$ cat src/rtl/exe_stage_hs_pkg.sv
// Shared definitions for the execute stage: store/target codes, MCU FSM
// state encoding, memory field widths and the alignment helper.
package exe_stage_hs_pkg;

  localparam int MEM_TRANSFER_W = 2;
  localparam int MEM_LOAD_W     = 3;

  // Store size codes (match RISC-V store funct3[1:0])
  localparam logic [MEM_TRANSFER_W-1:0] STORE_SB = 2'd0;
  localparam logic [MEM_TRANSFER_W-1:0] STORE_SH = 2'd1;
  localparam logic [MEM_TRANSFER_W-1:0] STORE_SW = 2'd2;

  // Writeback value selection
  localparam logic [1:0] TGT_RES   = 2'd0;
  localparam logic [1:0] TGT_STORE = 2'd1;
  localparam logic [1:0] TGT_ZERO  = 2'd2;
  localparam logic [1:0] TGT_LINK  = 2'd3;

  typedef enum logic [2:0] {
    MC_IDLE  = 3'd0,
    MC_ISSUE = 3'd1,
    MC_WAIT  = 3'd2,
    MC_DONE  = 3'd3,
    MC_DRAIN = 3'd4
  } mc_state_e;

  // size: 0 byte, 1 half, 2 word; only the two low address bits matter
  function automatic logic misaligned(input logic [1:0] size, input logic [1:0] addr);
    return ((size == 2'd1) && addr[0]) || ((size == 2'd2) && (addr != 2'd0));
  endfunction

endpackage

$ cat src/rtl/exe_stage_hs_if.sv
// Decode-side, memory-side, ALU and MCU signals of the execute stage.
// slave: the execute stage itself; master: its environment.
interface exe_stage_hs_if #(
  parameter int DATA_WIDTH = 32,
  parameter int REG_ADDR_W = 5,
  parameter int ALU_OP_W   = 5
);
  import exe_stage_hs_pkg::*;

  // decode side
  logic                      e_valid_i;
  logic                      e_ready_o;
  logic [ALU_OP_W-1:0]       e_alu_op_i;
  logic [1:0]                e_data_origin_i;
  logic [1:0]                e_data_target_i;
  logic [MEM_TRANSFER_W-1:0] e_store_op_i;
  logic [MEM_LOAD_W-1:0]     e_load_op_i;
  logic [DATA_WIDTH-1:0]     e_rs1_i;
  logic [DATA_WIDTH-1:0]     e_rs2_i;
  logic [DATA_WIDTH-1:0]     e_imm_i;
  logic [DATA_WIDTH-1:0]     e_pc4_i;
  logic [DATA_WIDTH-1:0]     e_brj_pc_i;
  logic [REG_ADDR_W-1:0]     e_waddr_i;
  logic                      e_regfile_wr_i;
  logic                      e_data_rd_i;
  logic                      e_data_wr_i;
  // external ALU
  logic [DATA_WIDTH-1:0]     alu_op1_o;
  logic [DATA_WIDTH-1:0]     alu_op2_o;
  logic [DATA_WIDTH-1:0]     alu_res_i;
  // multi-cycle unit
  logic                      mc_req_o;
  logic                      mc_ack_i;
  logic                      mc_done_i;
  logic [DATA_WIDTH-1:0]     mc_res_i;
  // memory side
  logic                      m_valid_o;
  logic                      m_ready_i;
  logic [REG_ADDR_W-1:0]     m_waddr_o;
  logic [DATA_WIDTH-1:0]     m_rd_o;
  logic                      m_regfile_wr_o;
  logic                      m_data_rd_o;
  logic                      m_data_wr_o;
  logic [DATA_WIDTH-1:0]     m_data_addr_o;
  logic [MEM_LOAD_W-1:0]     m_load_op_o;
  logic                      m_misalign_o;

  modport slave (
    input  e_valid_i, e_alu_op_i, e_data_origin_i, e_data_target_i, e_store_op_i,
           e_load_op_i, e_rs1_i, e_rs2_i, e_imm_i, e_pc4_i, e_brj_pc_i, e_waddr_i,
           e_regfile_wr_i, e_data_rd_i, e_data_wr_i,
           alu_res_i, mc_ack_i, mc_done_i, mc_res_i, m_ready_i,
    output e_ready_o, alu_op1_o, alu_op2_o, mc_req_o,
           m_valid_o, m_waddr_o, m_rd_o, m_regfile_wr_o, m_data_rd_o, m_data_wr_o,
           m_data_addr_o, m_load_op_o, m_misalign_o
  );

  modport master (
    output e_valid_i, e_alu_op_i, e_data_origin_i, e_data_target_i, e_store_op_i,
           e_load_op_i, e_rs1_i, e_rs2_i, e_imm_i, e_pc4_i, e_brj_pc_i, e_waddr_i,
           e_regfile_wr_i, e_data_rd_i, e_data_wr_i,
           alu_res_i, mc_ack_i, mc_done_i, mc_res_i, m_ready_i,
    input  e_ready_o, alu_op1_o, alu_op2_o, mc_req_o,
           m_valid_o, m_waddr_o, m_rd_o, m_regfile_wr_o, m_data_rd_o, m_data_wr_o,
           m_data_addr_o, m_load_op_o, m_misalign_o
  );

endinterface

$ cat src/rtl/exe_mc_ctrl.sv
// MCU issue controller: one request per MCU op, result capture, and the
// decode-side ready. A flushed op still in the MCU is drained (its done
// pulse is swallowed) before anything new is accepted.
module exe_mc_ctrl
  import exe_stage_hs_pkg::*;
#(
  parameter int DATA_WIDTH = 32
) (
  input  logic                  clk,
  input  logic                  rst,
  input  logic                  flush_i,
  input  logic                  e_valid_i,
  input  logic                  is_mc_i,
  input  logic                  slot_free_i,
  input  logic                  mc_ack_i,
  input  logic                  mc_done_i,
  input  logic [DATA_WIDTH-1:0] mc_res_i,
  output logic                  mc_req_o,
  output logic                  e_ready_o,
  output logic                  use_mc_res_o,
  output logic [DATA_WIDTH-1:0] mc_res_q_o
);

  mc_state_e             state_q, state_d;
  logic [DATA_WIDTH-1:0] res_q, res_d;

  // state and captured MCU result
  always_ff @(posedge clk) begin
    if (rst) begin
      state_q <= MC_IDLE;
      res_q   <= '0;
    end else begin
      state_q <= state_d;
      res_q   <= res_d;
    end
  end

  // next state, request and ready
  always_comb begin
    state_d   = state_q;
    res_d     = res_q;
    mc_req_o  = 1'b0;
    e_ready_o = 1'b0;
    case (state_q)
      MC_IDLE: begin
        if (!flush_i && e_valid_i) begin
          if (is_mc_i) state_d   = MC_ISSUE;
          else         e_ready_o = slot_free_i;
        end
      end
      MC_ISSUE: begin
        mc_req_o = 1'b1;
        if (mc_ack_i) begin
          if (mc_done_i) begin
            // op finished in the accept cycle: nothing left to drain
            if (flush_i) state_d = MC_IDLE;
            else begin
              res_d   = mc_res_i;
              state_d = MC_DONE;
            end
          end else begin
            state_d = flush_i ? MC_DRAIN : MC_WAIT;
          end
        end else if (flush_i) begin
          state_d = MC_IDLE;
        end
      end
      MC_WAIT: begin
        if (mc_done_i) begin
          if (flush_i) state_d = MC_IDLE;
          else begin
            res_d   = mc_res_i;
            state_d = MC_DONE;
          end
        end else if (flush_i) begin
          state_d = MC_DRAIN;
        end
      end
      MC_DONE: begin
        if (flush_i) state_d = MC_IDLE;
        else begin
          e_ready_o = slot_free_i;
          if (e_valid_i && slot_free_i) state_d = MC_IDLE;
        end
      end
      MC_DRAIN: begin
        if (mc_done_i) state_d = MC_IDLE;
      end
      default: state_d = MC_IDLE;
    endcase
  end

  assign use_mc_res_o = (state_q == MC_DONE);
  assign mc_res_q_o   = res_q;

endmodule

$ cat src/rtl/exe_stage_hs.sv
// Execute stage with valid/ready flow control. Selects ALU operands, muxes
// the writeback value, builds store data and owns the EX/MEM register.
// Optional: EXE_MISALIGN_CHK_EN adds a misaligned-access flag that also
// suppresses the memory and register-file writes of the faulting access.
module exe_stage_hs
  import exe_stage_hs_pkg::*;
#(
  parameter int DATA_WIDTH = 32,
  parameter int REG_ADDR_W = 5,
  parameter int ALU_OP_W   = 5
) (
  input logic          clk,
  input logic          rst,
  input logic          flush_i,
  exe_stage_hs_if.slave bus
);

  logic                  e_ready, accept, slot_free, use_mc_res, mis;
  logic [DATA_WIDTH-1:0] mc_res_q, exe_res, store_data, link_val, wb_val;

  logic                      m_valid_q, m_regfile_wr_q, m_data_rd_q, m_data_wr_q, m_misalign_q;
  logic [REG_ADDR_W-1:0]     m_waddr_q;
  logic [DATA_WIDTH-1:0]     m_rd_q, m_data_addr_q;
  logic [MEM_LOAD_W-1:0]     m_load_op_q;

  assign slot_free = !m_valid_q || bus.m_ready_i;
  assign accept    = bus.e_valid_i && e_ready;

  exe_mc_ctrl #(.DATA_WIDTH(DATA_WIDTH)) u_mc_ctrl (
    .clk          (clk),
    .rst          (rst),
    .flush_i      (flush_i),
    .e_valid_i    (bus.e_valid_i),
    .is_mc_i      (bus.e_alu_op_i[ALU_OP_W-1]),
    .slot_free_i  (slot_free),
    .mc_ack_i     (bus.mc_ack_i),
    .mc_done_i    (bus.mc_done_i),
    .mc_res_i     (bus.mc_res_i),
    .mc_req_o     (bus.mc_req_o),
    .e_ready_o    (e_ready),
    .use_mc_res_o (use_mc_res),
    .mc_res_q_o   (mc_res_q)
  );

  assign bus.e_ready_o = e_ready;
  assign bus.alu_op1_o = bus.e_rs1_i;
  assign bus.alu_op2_o = bus.e_data_origin_i[0] ? bus.e_imm_i : bus.e_rs2_i;

  assign exe_res  = use_mc_res ? mc_res_q : bus.alu_res_i;
  assign link_val = bus.e_data_origin_i[1] ? bus.e_pc4_i : bus.e_brj_pc_i;

  // store data, zero-extended to the datapath width
  always_comb begin
    store_data = bus.e_rs2_i;
    case (bus.e_store_op_i)
      STORE_SB: store_data = {{(DATA_WIDTH-8){1'b0}},  bus.e_rs2_i[7:0]};
      STORE_SH: store_data = {{(DATA_WIDTH-16){1'b0}}, bus.e_rs2_i[15:0]};
      default:  store_data = bus.e_rs2_i;
    endcase
  end

  // writeback value select
  always_comb begin
    wb_val = exe_res;
    case (bus.e_data_target_i)
      TGT_RES:   wb_val = exe_res;
      TGT_STORE: wb_val = store_data;
      TGT_ZERO:  wb_val = '0;
      TGT_LINK:  wb_val = link_val;
      default:   wb_val = exe_res;
    endcase
  end

`ifdef EXE_MISALIGN_CHK_EN
  assign mis = (bus.e_data_rd_i && misaligned(bus.e_load_op_i[1:0], exe_res[1:0])) ||
               (bus.e_data_wr_i && misaligned(bus.e_store_op_i, exe_res[1:0]));
`else
  assign mis = 1'b0;
`endif

  // EX/MEM register: load on accept, drain when memory consumes, kill on flush
  always_ff @(posedge clk) begin
    if (rst) begin
      m_valid_q      <= 1'b0;
      m_waddr_q      <= '0;
      m_rd_q         <= '0;
      m_regfile_wr_q <= 1'b0;
      m_data_rd_q    <= 1'b0;
      m_data_wr_q    <= 1'b0;
      m_data_addr_q  <= '0;
      m_load_op_q    <= '0;
      m_misalign_q   <= 1'b0;
    end else if (flush_i) begin
      m_valid_q <= 1'b0;
    end else if (accept) begin
      m_valid_q      <= 1'b1;
      m_waddr_q      <= bus.e_waddr_i;
      m_rd_q         <= wb_val;
      m_regfile_wr_q <= bus.e_regfile_wr_i && !mis;
      m_data_rd_q    <= bus.e_data_rd_i && !mis;
      m_data_wr_q    <= bus.e_data_wr_i && !mis;
      m_data_addr_q  <= exe_res;
      m_load_op_q    <= bus.e_load_op_i;
      m_misalign_q   <= mis;
    end else if (bus.m_ready_i) begin
      m_valid_q <= 1'b0;
    end
  end

  assign bus.m_valid_o      = m_valid_q;
  assign bus.m_waddr_o      = m_waddr_q;
  assign bus.m_rd_o         = m_rd_q;
  assign bus.m_regfile_wr_o = m_regfile_wr_q;
  assign bus.m_data_rd_o    = m_data_rd_q;
  assign bus.m_data_wr_o    = m_data_wr_q;
  assign bus.m_data_addr_o  = m_data_addr_q;
  assign bus.m_load_op_o    = m_load_op_q;
  assign bus.m_misalign_o   = m_misalign_q;

endmodule
$ cat src/flat_wrapper.sv
// flat-port wrapper written by rule: the top's interface ports become plain ports
module exe_stage_hs_flat import exe_stage_hs_pkg::*;
#(
  parameter int DATA_WIDTH = 32,
  parameter int REG_ADDR_W = 5,
  parameter int ALU_OP_W   = 5
)
  (clk, rst, flush_i, bus_e_valid_i, bus_e_alu_op_i, bus_e_data_origin_i, bus_e_data_target_i, bus_e_store_op_i, bus_e_load_op_i, bus_e_rs1_i, bus_e_rs2_i, bus_e_imm_i, bus_e_pc4_i, bus_e_brj_pc_i, bus_e_waddr_i, bus_e_regfile_wr_i, bus_e_data_rd_i, bus_e_data_wr_i, bus_alu_res_i, bus_mc_ack_i, bus_mc_done_i, bus_mc_res_i, bus_m_ready_i, bus_e_ready_o, bus_alu_op1_o, bus_alu_op2_o, bus_mc_req_o, bus_m_valid_o, bus_m_waddr_o, bus_m_rd_o, bus_m_regfile_wr_o, bus_m_data_rd_o, bus_m_data_wr_o, bus_m_data_addr_o, bus_m_load_op_o, bus_m_misalign_o);
  exe_stage_hs_if #(.DATA_WIDTH(DATA_WIDTH), .REG_ADDR_W(REG_ADDR_W), .ALU_OP_W(ALU_OP_W)) bus_i ();
  input logic clk;
  input logic rst;
  input logic flush_i;
  input wire logic [$bits(bus_i.e_valid_i)-1:0] bus_e_valid_i;
  input wire logic [$bits(bus_i.e_alu_op_i)-1:0] bus_e_alu_op_i;
  input wire logic [$bits(bus_i.e_data_origin_i)-1:0] bus_e_data_origin_i;
  input wire logic [$bits(bus_i.e_data_target_i)-1:0] bus_e_data_target_i;
  input wire logic [$bits(bus_i.e_store_op_i)-1:0] bus_e_store_op_i;
  input wire logic [$bits(bus_i.e_load_op_i)-1:0] bus_e_load_op_i;
  input wire logic [$bits(bus_i.e_rs1_i)-1:0] bus_e_rs1_i;
  input wire logic [$bits(bus_i.e_rs2_i)-1:0] bus_e_rs2_i;
  input wire logic [$bits(bus_i.e_imm_i)-1:0] bus_e_imm_i;
  input wire logic [$bits(bus_i.e_pc4_i)-1:0] bus_e_pc4_i;
  input wire logic [$bits(bus_i.e_brj_pc_i)-1:0] bus_e_brj_pc_i;
  input wire logic [$bits(bus_i.e_waddr_i)-1:0] bus_e_waddr_i;
  input wire logic [$bits(bus_i.e_regfile_wr_i)-1:0] bus_e_regfile_wr_i;
  input wire logic [$bits(bus_i.e_data_rd_i)-1:0] bus_e_data_rd_i;
  input wire logic [$bits(bus_i.e_data_wr_i)-1:0] bus_e_data_wr_i;
  input wire logic [$bits(bus_i.alu_res_i)-1:0] bus_alu_res_i;
  input wire logic [$bits(bus_i.mc_ack_i)-1:0] bus_mc_ack_i;
  input wire logic [$bits(bus_i.mc_done_i)-1:0] bus_mc_done_i;
  input wire logic [$bits(bus_i.mc_res_i)-1:0] bus_mc_res_i;
  input wire logic [$bits(bus_i.m_ready_i)-1:0] bus_m_ready_i;
  output wire logic [$bits(bus_i.e_ready_o)-1:0] bus_e_ready_o;
  output wire logic [$bits(bus_i.alu_op1_o)-1:0] bus_alu_op1_o;
  output wire logic [$bits(bus_i.alu_op2_o)-1:0] bus_alu_op2_o;
  output wire logic [$bits(bus_i.mc_req_o)-1:0] bus_mc_req_o;
  output wire logic [$bits(bus_i.m_valid_o)-1:0] bus_m_valid_o;
  output wire logic [$bits(bus_i.m_waddr_o)-1:0] bus_m_waddr_o;
  output wire logic [$bits(bus_i.m_rd_o)-1:0] bus_m_rd_o;
  output wire logic [$bits(bus_i.m_regfile_wr_o)-1:0] bus_m_regfile_wr_o;
  output wire logic [$bits(bus_i.m_data_rd_o)-1:0] bus_m_data_rd_o;
  output wire logic [$bits(bus_i.m_data_wr_o)-1:0] bus_m_data_wr_o;
  output wire logic [$bits(bus_i.m_data_addr_o)-1:0] bus_m_data_addr_o;
  output wire logic [$bits(bus_i.m_load_op_o)-1:0] bus_m_load_op_o;
  output wire logic [$bits(bus_i.m_misalign_o)-1:0] bus_m_misalign_o;
  assign bus_i.e_valid_i = bus_e_valid_i;
  assign bus_i.e_alu_op_i = bus_e_alu_op_i;
  assign bus_i.e_data_origin_i = bus_e_data_origin_i;
  assign bus_i.e_data_target_i = bus_e_data_target_i;
  assign bus_i.e_store_op_i = bus_e_store_op_i;
  assign bus_i.e_load_op_i = bus_e_load_op_i;
  assign bus_i.e_rs1_i = bus_e_rs1_i;
  assign bus_i.e_rs2_i = bus_e_rs2_i;
  assign bus_i.e_imm_i = bus_e_imm_i;
  assign bus_i.e_pc4_i = bus_e_pc4_i;
  assign bus_i.e_brj_pc_i = bus_e_brj_pc_i;
  assign bus_i.e_waddr_i = bus_e_waddr_i;
  assign bus_i.e_regfile_wr_i = bus_e_regfile_wr_i;
  assign bus_i.e_data_rd_i = bus_e_data_rd_i;
  assign bus_i.e_data_wr_i = bus_e_data_wr_i;
  assign bus_i.alu_res_i = bus_alu_res_i;
  assign bus_i.mc_ack_i = bus_mc_ack_i;
  assign bus_i.mc_done_i = bus_mc_done_i;
  assign bus_i.mc_res_i = bus_mc_res_i;
  assign bus_i.m_ready_i = bus_m_ready_i;
  assign bus_e_ready_o = bus_i.e_ready_o;
  assign bus_alu_op1_o = bus_i.alu_op1_o;
  assign bus_alu_op2_o = bus_i.alu_op2_o;
  assign bus_mc_req_o = bus_i.mc_req_o;
  assign bus_m_valid_o = bus_i.m_valid_o;
  assign bus_m_waddr_o = bus_i.m_waddr_o;
  assign bus_m_rd_o = bus_i.m_rd_o;
  assign bus_m_regfile_wr_o = bus_i.m_regfile_wr_o;
  assign bus_m_data_rd_o = bus_i.m_data_rd_o;
  assign bus_m_data_wr_o = bus_i.m_data_wr_o;
  assign bus_m_data_addr_o = bus_i.m_data_addr_o;
  assign bus_m_load_op_o = bus_i.m_load_op_o;
  assign bus_m_misalign_o = bus_i.m_misalign_o;
  exe_stage_hs #(.DATA_WIDTH(DATA_WIDTH), .REG_ADDR_W(REG_ADDR_W), .ALU_OP_W(ALU_OP_W)) u_core (.clk(clk), .rst(rst), .flush_i(flush_i), .bus(bus_i));
endmodule
$ cat config.mk
export PLATFORM = sky130hd
export DESIGN_NAME = exe_stage_hs_flat
export DESIGN_NICKNAME = d
export VERILOG_FILES = /design/src/rtl/exe_stage_hs_pkg.sv /design/src/rtl/exe_stage_hs_if.sv /design/src/rtl/exe_mc_ctrl.sv /design/src/rtl/exe_stage_hs.sv /design/src/flat_wrapper.sv
export SDC_FILE = /design/constraint.sdc
export NUM_CORES = 1
export LEC_CHECK = 0
export CAP_MARGIN = 15
export CORE_AREA = 2 2 152 154
export CTS_BUF_LIST = sky130_fd_sc_hd__clkbuf_4 sky130_fd_sc_hd__clkbuf_8
export DETAILED_ROUTE_END_ITERATION = 7
export DIE_AREA = 0 0 154 156
export GPL_TIMING_DRIVEN = 0
export PLACE_DENSITY = 0.71
export SKIP_LAST_GASP = 1
export SLEW_MARGIN = 25
export SYNTH_ARGS = -nofsm -noshare
export SYNTH_HDL_FRONTEND = slang
export SYNTH_SLANG_ARGS = --single-unit
$ cat constraint.sdc
create_clock -name clk -period 1.5 [get_ports clk]
set_clock_uncertainty 0.05 [all_clocks]
set_input_delay 0.15 -clock clk [delete_from_list [all_inputs] [get_ports clk]]
set_output_delay 0.15 -clock clk [all_outputs]
set_load 0.01 [all_outputs]
---- Word level (Yosys, flattened, before mapping) ----
Cells that the tools add are included.
word-level totals
  bits in registers ....................... 111
  latch bits .............................. 0
  memory bits (writable) .................. 0
  memory bits (read-only) ................. 0
  input bits .............................. 253
  output and inout bits ................... 143
  logic and storage cells ................. 70
  memories ................................ 0
operators by class
  add/subtract/negate cells ............... 0
  $mul .................................... 0
  divide/modulo/power cells ............... 0
  order comparisons ....................... 0
  equality and inequality tests ........... 15
  shift operators ......................... 0
  multiplexer cells ....................... 29
  bitwise gates (word level) .............. 1
  reductions and logical operators ........ 15
operator list
  cell                                           number
  two-way mux 32 bit                             6
  one-hot mux 32 bit (2 select lines)            2
  one-hot mux 32 bit (4 select lines)            1
  two-way mux 3 bit                              11
  one-hot mux 3 bit (5 select lines)             1
  inequality test 3 bit, second input constant   3
  inequality test 2 bit, second input constant   4
  == test 3 x 2 -> 1 bit, second input constant  2
  two-way mux 1 bit                              6
  AND reduction 6 bit                            1
  == test 2 x 1 -> 1 bit, second input constant  2
  == test 2 bit, second input constant           2
  zero test 2 bit                                2
  AND reduction 2 bit                            2
  nonzero test 2 bit                             2
  == test 3 x 1 -> 1 bit, second input constant  1
  == test 3 bit, second input constant           1
  logical AND 1 bit                              3
  zero test 3 bit                                1
  zero test 1 bit                                2
  two-way mux 2 bit                              1
  one-hot mux 1 bit (2 select lines)             1
  OR reduction 2 bit                             1
  logical OR 1 bit                               1
  NOT 1 bit                                      1

---- Logic depth before layout (Yosys ltp) ----
  word-level depth ........................ 7
  gate-level depth with buffers ........... 8
  gate-level depth less buffers ........... 4

---- Hierarchy ----
A second synthesis with hierarchy kept.
unflattened totals
  cells, all modules ...................... 672
  area total of the unflattened synthesis .. 5941.9 um2
modules (own cells, without submodules)
  module        times used  cells each  area each (um2)  seq. area each (um2)
  exe_stage_hs  1           494         4495.6           1521.5
  exe_mc_ctrl   1           178         1446.4           700.7

---- Worst setup path after synthesis ----
OpenSTA, ideal clock, no wires.
  path kind ............................... reg-to-reg
  from .................................... register u_core.u_mc_ctrl.state_q[0]
  to ...................................... register u_core.m_rd_q[10], in the netlist u_core.bus.m_rd_o[10]
  library setup time ...................... 0.116 ns
  arrival ................................. 1.419 ns
  data required time ...................... 1.334 ns
  slack ................................... -0.085 ns
  stages on the path, launching flop included .. 8
  path buffers ............................ 4
  clock period less this slack ............ 1.585 ns
  cell sequence ........................... dfxtp_1 -> buf_6 -> and2_4 -> o2111a_1 -> buf_2 -> buf_6 -> buf_2 -> o211a_1
on the way
  cells in the longest elaborated chain, start to end .. 4
  elaborated cells on any way between the ends .. 7
  those cells by class .................... eq/ne (1); mux (3); reduce/logical (3)
ends and longest elaborated chain
  what                                                              line                                  text
  from (decl)                                                       exe_mc_ctrl.sv:24                     mc_state_e state_q, state_d;
  from (signal assigned)                                            exe_mc_ctrl.sv:33                     state_q <= state_d;
  == test 3 x 2 -> 1 bit / zero test 3 bit (equally long branches)  exe_mc_ctrl.sv:44, exe_mc_ctrl.sv:93
  one-hot mux 1 bit (2 select lines)                                exe_mc_ctrl.sv:44                     case (state_q)
  logical AND 1 bit                                                 exe_stage_hs.sv:27                    assign accept = bus.e_valid_i && e_ready;
  AND reduction 2 bit (no source line)                              -
  to (signal assigned)                                              exe_stage_hs.sv:98                    m_rd_q <= wb_val;
  to (decl)                                                         exe_stage_hs.sv:23                    logic [DATA_WIDTH-1:0] m_rd_q, m_data_addr_q;
Parallel ways exist; a longest one is shown, timed or not.
A chain may end at the register's enable or synchronous reset.

---- Worst setup path in the final report ----
  from .................................... register u_core.u_mc_ctrl.state_q[0]
  to ...................................... register u_core.m_rd_q[6], in the netlist u_core.bus.m_rd_o[6]
Same word-level chain as after synthesis.

==> results.txt <==
The core region is 22370 sq um. The tools report the placed instance count as 1300. The run gives 24020 sq um as the floorplan die area. For this design the static power due to leakage is 5.008 nW.

The number of input and output port buffers inserted was 353; the clock network fraction of design power was 0.252. Summed over all nets, the switching power comes to 2.133 mW. The total overflow left after global routing is 0. The transition time at the pin with the least slew margin is 0.9512 ns, and the sequential share of the synthesized area is 0.3741.

CTS placed an instance of sky130_fd_sc_hd__clkbuf_8 at the clock tree root. The post-route worst setup slack was -0.2372 ns; the peak fanout along the critical path was 9. The share of flip-flops with an asynchronous set or reset after synthesis is 0, and the area growth from synthesis to final layout is 90.08%. The worst relative slew slack is 0.3635.

Setup repair after global routing could not meet its margin everywhere. Summing all multi-input logic gate instances after layout gives 3760 sq um. The number of global-route vias before repair was 6748; the count of antenna diodes in the layout was 0. For this design the ratio of total power to cell area is 638.9 nW/um^2.

On the worst path, the slowest cell contributes a delay of 0.37 ns. The number of flip-flops and latches in the synthesized netlist is 111. Detailed-route via count: 6670.

Max-cap violations in this run came to 0. The run gives 915 as the number of nets in the synthesized netlist. The die extent in x was 154 um; the deepest level of the CTS H-tree was 3. The number of I/O pins was 396.

The critical path is of the flip-flop to flip-flop type. TritonCTS created 9 clock buffers. The tools report the final core utilization as 0.5049. The run gives 5941 sq um as the post-synth design cell area.

Switching power as a share of total power: 0.2957. The data arrival time of the critical path is 1.97 ns, and the clock latency on the worst-skew pair is 0.38 ns. The required time at the endpoint of the critical path was 1.73 ns; the portion of total power attributed to sequential cells was 0.435. For the distinct cell type count of the synthesized netlist, the log shows 47. For the row count, the log shows 55.

During synthesis, Yosys emitted a total of 0 warnings. No sink is reached through more buffers than the 2 on the longest clock path. The quantity of hold-fixing buffers added after cts came out at 0.

Measured along the y axis, the die boundary spans 156 um. STA classifies the critical path startpoint as a flip-flop. Traced cell by cell, the critical path runs through buf_6, nand3b_4, buf_12, mux2_2, a221oi_2, nor2_1.

Based on the critical path, the design can be clocked at up to 0.5756 GHz. For this run, the number of standard cells in the final layout without fillers is 1352. Final routed DRC violation total: 0. The filler cells instantiated in the layout total 2137.

The number of antenna violations at the first check in global routing is 0, and the number of nets with antenna violations after detailed routing is 0. The final reports fail on negative setup slack. Fraction of final layout cells sized beyond drive strength 1: 0.3055. Summed over all nets, the half-perimeter wirelength after detailed placement is 20.36 mm. The tools report the total track usage as 0.2137. The fraction of the cycle the final worst path needs was 1.158. The final-report max-slew violation count was 0; the DRC marker count from the first detailed-route iteration was 301. Clock transition time at the flip-flop clock pins of the worst setup and hold paths: 0.11 ns.

The number of vias per cell came out at 4.933. The final period demand of the worst path works out to 1.737 ns. Entering global routing, the biggest net connects 19 pins.

On the critical path, the stage with the largest delay is an instance of sky130_fd_sc_hd__dfxtp_4. The tools report the pre-CTS setup slack as -0.7940 ns. For the total routed wirelength, the log shows 27.21 mm.

For this run, the leading register cell type out of synthesis is sky130_fd_sc_hd__dfxtp_1. Mean routed wirelength per cell: 20.13 um. The flow ran to the end, but the final reports show violations. The run gives 662 as the number of instances in the synthesized netlist. For the first-pass GRT wire length, the log shows 38.88 mm. The final layout net count came out at 1315.

The internal power of the cells totals 5.081 mW. The tree built by TritonCTS fans out to 111 sinks. The count of final hold-check violations is 0. A synthesized cell averages 8.974 sq um. The share of power burned in combinational logic came out at 0.312. TritonCTS built the clock tree. In the final layout, flip-flops and latches occupy 2233 sq um. The number of enable-type register cells in the synthesized netlist is 0. STA classifies the critical path endpoint as a flip-flop. The final setup violation count was 111; the worst IR drop on VDD was 0.0004239 V. The number of detailed-route iterations in the first pass came out at 4.

The type of the worst min-delay path is input pin to flip-flop. Starting density of the core: 0.2656. The congestion estimate from routability-driven global placement came to 0.7848.

The tightest hold margin is 0.2103 ns, and the setup TNS is -16.99 ns.
path summary, 6_finish.rpt:
kind / startpoint / to / slack (ns) / cells after the start
setup / recovery: u_core.u_mc_ctrl.state_q[0] / u_core.bus.m_rd_o[6] / -0.24 / 6
hold reg to reg: u_core.bus.m_waddr_o[3] / u_core.bus.m_waddr_o[3] / 0.41 / 2
hold / removal: bus_e_data_target_i[0] / u_core.bus.m_rd_o[0] / 0.21 / 3
setup reg to reg: u_core.u_mc_ctrl.state_q[0] / u_core.bus.m_rd_o[6] / -0.24 / 6
placed cells by master (no fill, tap or decap), types with 6 or more instances in the layout:
cell type,n
sky130_fd_sc_hd__a211oi_2,17
sky130_fd_sc_hd__a221oi_2,6
sky130_fd_sc_hd__buf_6,15
sky130_fd_sc_hd__buf_12,14
sky130_fd_sc_hd__mux2_2,63
sky130_fd_sc_hd__nor3_1,8
sky130_fd_sc_hd__nand2_1,44
sky130_fd_sc_hd__clkbuf_1,20
sky130_fd_sc_hd__dlygate4sd2_1,98
sky130_fd_sc_hd__a21oi_1,25
sky130_fd_sc_hd__mux2i_2,10
sky130_fd_sc_hd__nand2_2,26
sky130_fd_sc_hd__mux2i_1,18
sky130_fd_sc_hd__buf_8,11
sky130_fd_sc_hd__dlymetal6s2s_1,8
sky130_fd_sc_hd__buf_2,7
sky130_fd_sc_hd__o21ai_0,7
sky130_fd_sc_hd__clkbuf_8,12
sky130_fd_sc_hd__clkdlybuf4s50_1,245
sky130_fd_sc_hd__o221ai_1,24
sky130_fd_sc_hd__o211a_1,24
sky130_fd_sc_hd__a211oi_1,10
sky130_fd_sc_hd__buf_4,54
sky130_fd_sc_hd__nand2_4,20
sky130_fd_sc_hd__a21oi_2,29
sky130_fd_sc_hd__dfxtp_1,108
sky130_fd_sc_hd__nor2_1,55
sky130_fd_sc_hd__a22oi_1,24
power groups by stage:
stage | combinational (mW) | sequential (mW) | clock (mW)
after floorplan | 0.789 | 3.26 | 0
final | 2.25 | 3.14 | 1.82
after global placement | 2.11 | 3.21 | 0
after detailed placement | 2.12 | 3.21 | 0
after global routing | 2.40 | 3.16 | 1.98
after CTS | 2.17 | 3.14 | 1.89
per-stage QoR:
step / power [mW] / instance area, sq um
4_1_cts: 7.199 / 10790
3_3_place_gp: 5.322 / 9896
3_5_place_dp: 5.334 / 9896
2_1_floorplan: 4.049 / 6006
6_report: 7.214 / 11290
5_1_grt: 7.538 / 11290
layout make-up:
| class | instances | share of cell area |
|---|---|---|
| repair buffers | 389 | 0.3474 |
| multi-input cells | 454 | 0.3330 |
| flip-flops and latches | 111 | 0.1978 |
| well taps | 285 | 0.03158 |
| clock inverters | 5 | 0.003657 |
| inverters | 3 | 0.0009972 |
| plain buffers | 94 | 0.07224 |
| clock buffers | 11 | 0.01341 |
cell families (layout without fill, tap and decap cells):
logic type / count (synthesis) / after routing / synth area share
AND/OR/NAND/NOR: 175 / 175 / 0.1255
AO/OA/AOI/OAI: 182 / 182 / 0.2258
buffers and inverters: 97 / 502 / 0.09899
other: 1 / 1 / 0.0006312
multiplexers: 96 / 96 / 0.1750
flip-flops: 111 / 111 / 0.3741
synthesized netlist by cell type (2+ instances only):
| library cell | n | area [sq um] |
|---|---|---|
| sky130_fd_sc_hd__a211oi_1 | 26 | 195.2 |
| sky130_fd_sc_hd__a21o_1 | 2 | 15.01 |
| sky130_fd_sc_hd__a21oi_1 | 54 | 270.3 |
| sky130_fd_sc_hd__a221oi_1 | 7 | 61.31 |
| sky130_fd_sc_hd__a22oi_1 | 24 | 180.2 |
| sky130_fd_sc_hd__buf_1 | 4 | 15.01 |
| sky130_fd_sc_hd__buf_2 | 20 | 100.1 |
| sky130_fd_sc_hd__buf_4 | 39 | 292.8 |
| sky130_fd_sc_hd__buf_6 | 7 | 78.83 |
| sky130_fd_sc_hd__clkbuf_1 | 24 | 90.09 |
| sky130_fd_sc_hd__dfxtp_1 | 111 | 2222 |
| sky130_fd_sc_hd__inv_1 | 2 | 7.510 |
| sky130_fd_sc_hd__mux2_2 | 63 | 709.4 |
| sky130_fd_sc_hd__mux2i_1 | 33 | 330.3 |
| sky130_fd_sc_hd__nand2_1 | 90 | 337.8 |
| sky130_fd_sc_hd__nand2b_1 | 2 | 12.51 |
| sky130_fd_sc_hd__nor2_1 | 59 | 221.5 |
| sky130_fd_sc_hd__nor3_1 | 8 | 40.04 |
| sky130_fd_sc_hd__nor3b_1 | 4 | 30.03 |
| sky130_fd_sc_hd__o211a_1 | 25 | 250.2 |
| sky130_fd_sc_hd__o21ai_0 | 9 | 45.04 |
| sky130_fd_sc_hd__o221ai_1 | 24 | 210.2 |
registers in the layout (all words and copies together), names as in the netlist, 3 cells and up:
register,flops
u_core.u_mc_ctrl.state_q,3
u_core.bus.m_rd_o,32
u_core.bus.m_load_op_o,3
u_core.bus.m_data_addr_o,32
u_core.bus.m_waddr_o,5
u_core.u_mc_ctrl.mc_res_q_o,32
per-layer routing:
metal	GRT usage	part of all wire	vias up
met4	0.05118	0.014	0
met1	0.2725	0.43	3201
li1	-	-	3172
met5	0	0	-
met3	0.04611	0.064	23
met2	0.3688	0.49	274
worst max-delay path: cells and delay by family (launching register included):
kind	cells	cell delay [ns]
DFF	1	0.37
muxes	1	0.37
buffers and inverters	2	0.30
AOI/OAI and AO/OA	1	0.30
and+or+nand+nor	2	0.24
what timing repair did:
action,4_1_cts,5_1_grt
buffers inserted,21,8
setup endpoints to repair,211,121
resized for setup,224,119
pin swaps,44,39
gates cloned,7,2
(Power assumes the default switching activity.)
==> RTL change, RTL diff (same settings) <==
Re-encode `mc_state_e` (5 states) as Gray code, 3 bits wide.
--- a/src/rtl/exe_stage_hs_pkg.sv
+++ b/src/rtl/exe_stage_hs_pkg.sv
@@ -18,9 +18,9 @@
 
   typedef enum logic [2:0] {
-    MC_IDLE  = 3'd0,
-    MC_ISSUE = 3'd1,
-    MC_WAIT  = 3'd2,
-    MC_DONE  = 3'd3,
-    MC_DRAIN = 3'd4
+    MC_IDLE  = 3'b000,
+    MC_ISSUE = 3'b001,
+    MC_WAIT  = 3'b011,
+    MC_DONE  = 3'b010,
+    MC_DRAIN = 3'b110
   } mc_state_e;
 
Function: same outputs for any inputs over 4 cycles, from zero or initial values and one cycle with rst high; so few cycles prove little.
==> RTL change against the unedited design <==
The flow still finishes with violations (negative setup slack). Power rose by 18%. Worst setup slack got worse by 130 ps. Maximum frequency fell by 6.9%. Wire length rose by 9.5%. Clock power rose by 7%. Design area rose by 5.6%. Area after synthesis did not move. Combinational power rose by 44%. First-iteration DRC count rose by 22%. Hold slack improved by 46 ps. Critical path type unchanged. Sequential cell count did not move. Non-clock buffer count rose by 18. Critical path depth rose by 3.
==> RTL change: results (changes against the unedited design) <==
Sw Share: 31.1% (+1.5 points)
Tot GR Track Use: 23.2% (+1.9 points)
Worst setup margin: -366 ps (-129 ps)
Count of final setup violators: 112 (+0.90%)
Ranking of synthesized cells by area: dfxtp_1, mux2_2, mux2i_1
CP delay by family, top: buffers and inverters
Worst reg2reg path endpoint: u_core.u_mc_ctrl.mc_res_q_o[22]
Critical path launch point: u_core.u_mc_ctrl.state_q[1]
Hold Path End: u_core.u_mc_ctrl.mc_res_q_o[27]
Compound-Gate Fraction of Synth Area: 17.9% (-4.7 points)
Total negative slack: -26,380 ps (-9390 ps)
Met3 wire length: 1.61 mm (-7.3%)
Met2 usage: 40.7% (+3.8 points)
Routed length per instance: 20.9 um (+4.0%)
Mux share of post-synthesis cell area: 16.7% (-0.80 points)
Met1 Use GR: 29.3% (+2.0 points)
Vias in the first global route: 7,170 (+6.3%)
Final hold slack: 257 ps (+46.4 ps)
Largest net degree at the start of global routing: 18 (-1)
Routed WL: 29.8 mm (+9.5%)
Area of the multi-input gates: 3950 um2 (+4.9%)
Routed wl met2: 14.8 mm (+10%)
Cells after synthesis: 717 (+8.3%)
Run status: finished, violations left
Starting DRT DRC Count: 368 (+22%)
Switching power: 2.65 mW (+24%)
DP HPWL: 21.4 mm (+5.0%)
Final GP Congestion: 0.820 (+4.5%)
Initial antenna violation count: 1 (+1)
Clock Power Share: 22.8% (-2.4 points)
M3 GR Usage: 4.03% (-0.58 points)
Mapped Nets: 970 (+6.0%)
Fillcell total: 2,004 (-6.2%)
Post-synth top cells: dfxtp_1, nor2_1, nand2_1, a21oi_1, a211oi_1
IO buf count: 354 (+0.28%)
Drt first pass iters: 5 (+1)
Reg-to-Reg Start: u_core.u_mc_ctrl.state_q[1]
Synth unique cells: 36 (-23%)
Placed cells: 1,356 (+4.3%)
Crit-path slowest cell: or3b_4
Min-delay worst type: in2reg
Rel. slew slack: 38.6% (+2.2 points)
Critical path peak fanout: 8 (-1)
Max clock buf depth: 2 (unchanged)
Place WS: -999 ps (-205 ps)
Worst IR Drop VDD: 0.338 mV (-20%)
Vias post-DR: 6,953 (+4.2%)
Comb. pwr: 3.24 mW (+44%)
Crit path largest cell delay: 390 ps (+20 ps)
WL met1: 12.6 mm (+8.0%)
First-pass GRT wire length: 42.0 mm (+8.1%)
Leakage: 4.99 nW (-0.36%)
Worst setup endpoint: u_core.u_mc_ctrl.mc_res_q_o[22]
Placed cell areas: 9930 um2 (+0.33%)
Failing checks: negative setup slack
Hold Path Origin: bus_mc_res_i[27]
R2R depth: 9 (+3)
==> RTL change: cell types whose count changed in the layout (fill, tap and decap cells not counted), moves of 19 or more <==
cell	change
nand2_4	-20
o221ai_1	-20
nand2_1	+39
a21oi_1	+20
nor3_1	+20
a22o_1	+20
mux2i_4	+19
a211oi_2	+22
a22oi_1	-24
nor2_1	+20
o211a_1	-24
==> RTL change: cells by family after synthesis <==
group,Yosys count
other,1
and+or+nand+nor,252
DFF,111
buffers and inverters,102
AOI/OAI and AO/OA,158
muxes,93
==> RTL change: area by class of cell <==
type | count | area share [%]
clock inverters | 4 | 0.441
multi-input cells | 504 | 33.1
clock buffers | 12 | 1.28
plain buffers | 95 | 7.64
inverters | 6 | 0.189
flip-flops and latches | 111 | 18.8
repair buffers | 406 | 35.6
well taps | 285 | 2.99
diodes | 1 | 0.0210
==> RTL change: timing repair <==
action | 4_1_cts | 5_1_grt
resized for setup | 275 | 134
pin swaps | 32 | 42
setup buffers | 30 | 10
cloned | 9 | 7
endpoints found under the setup margin | 197 | 137
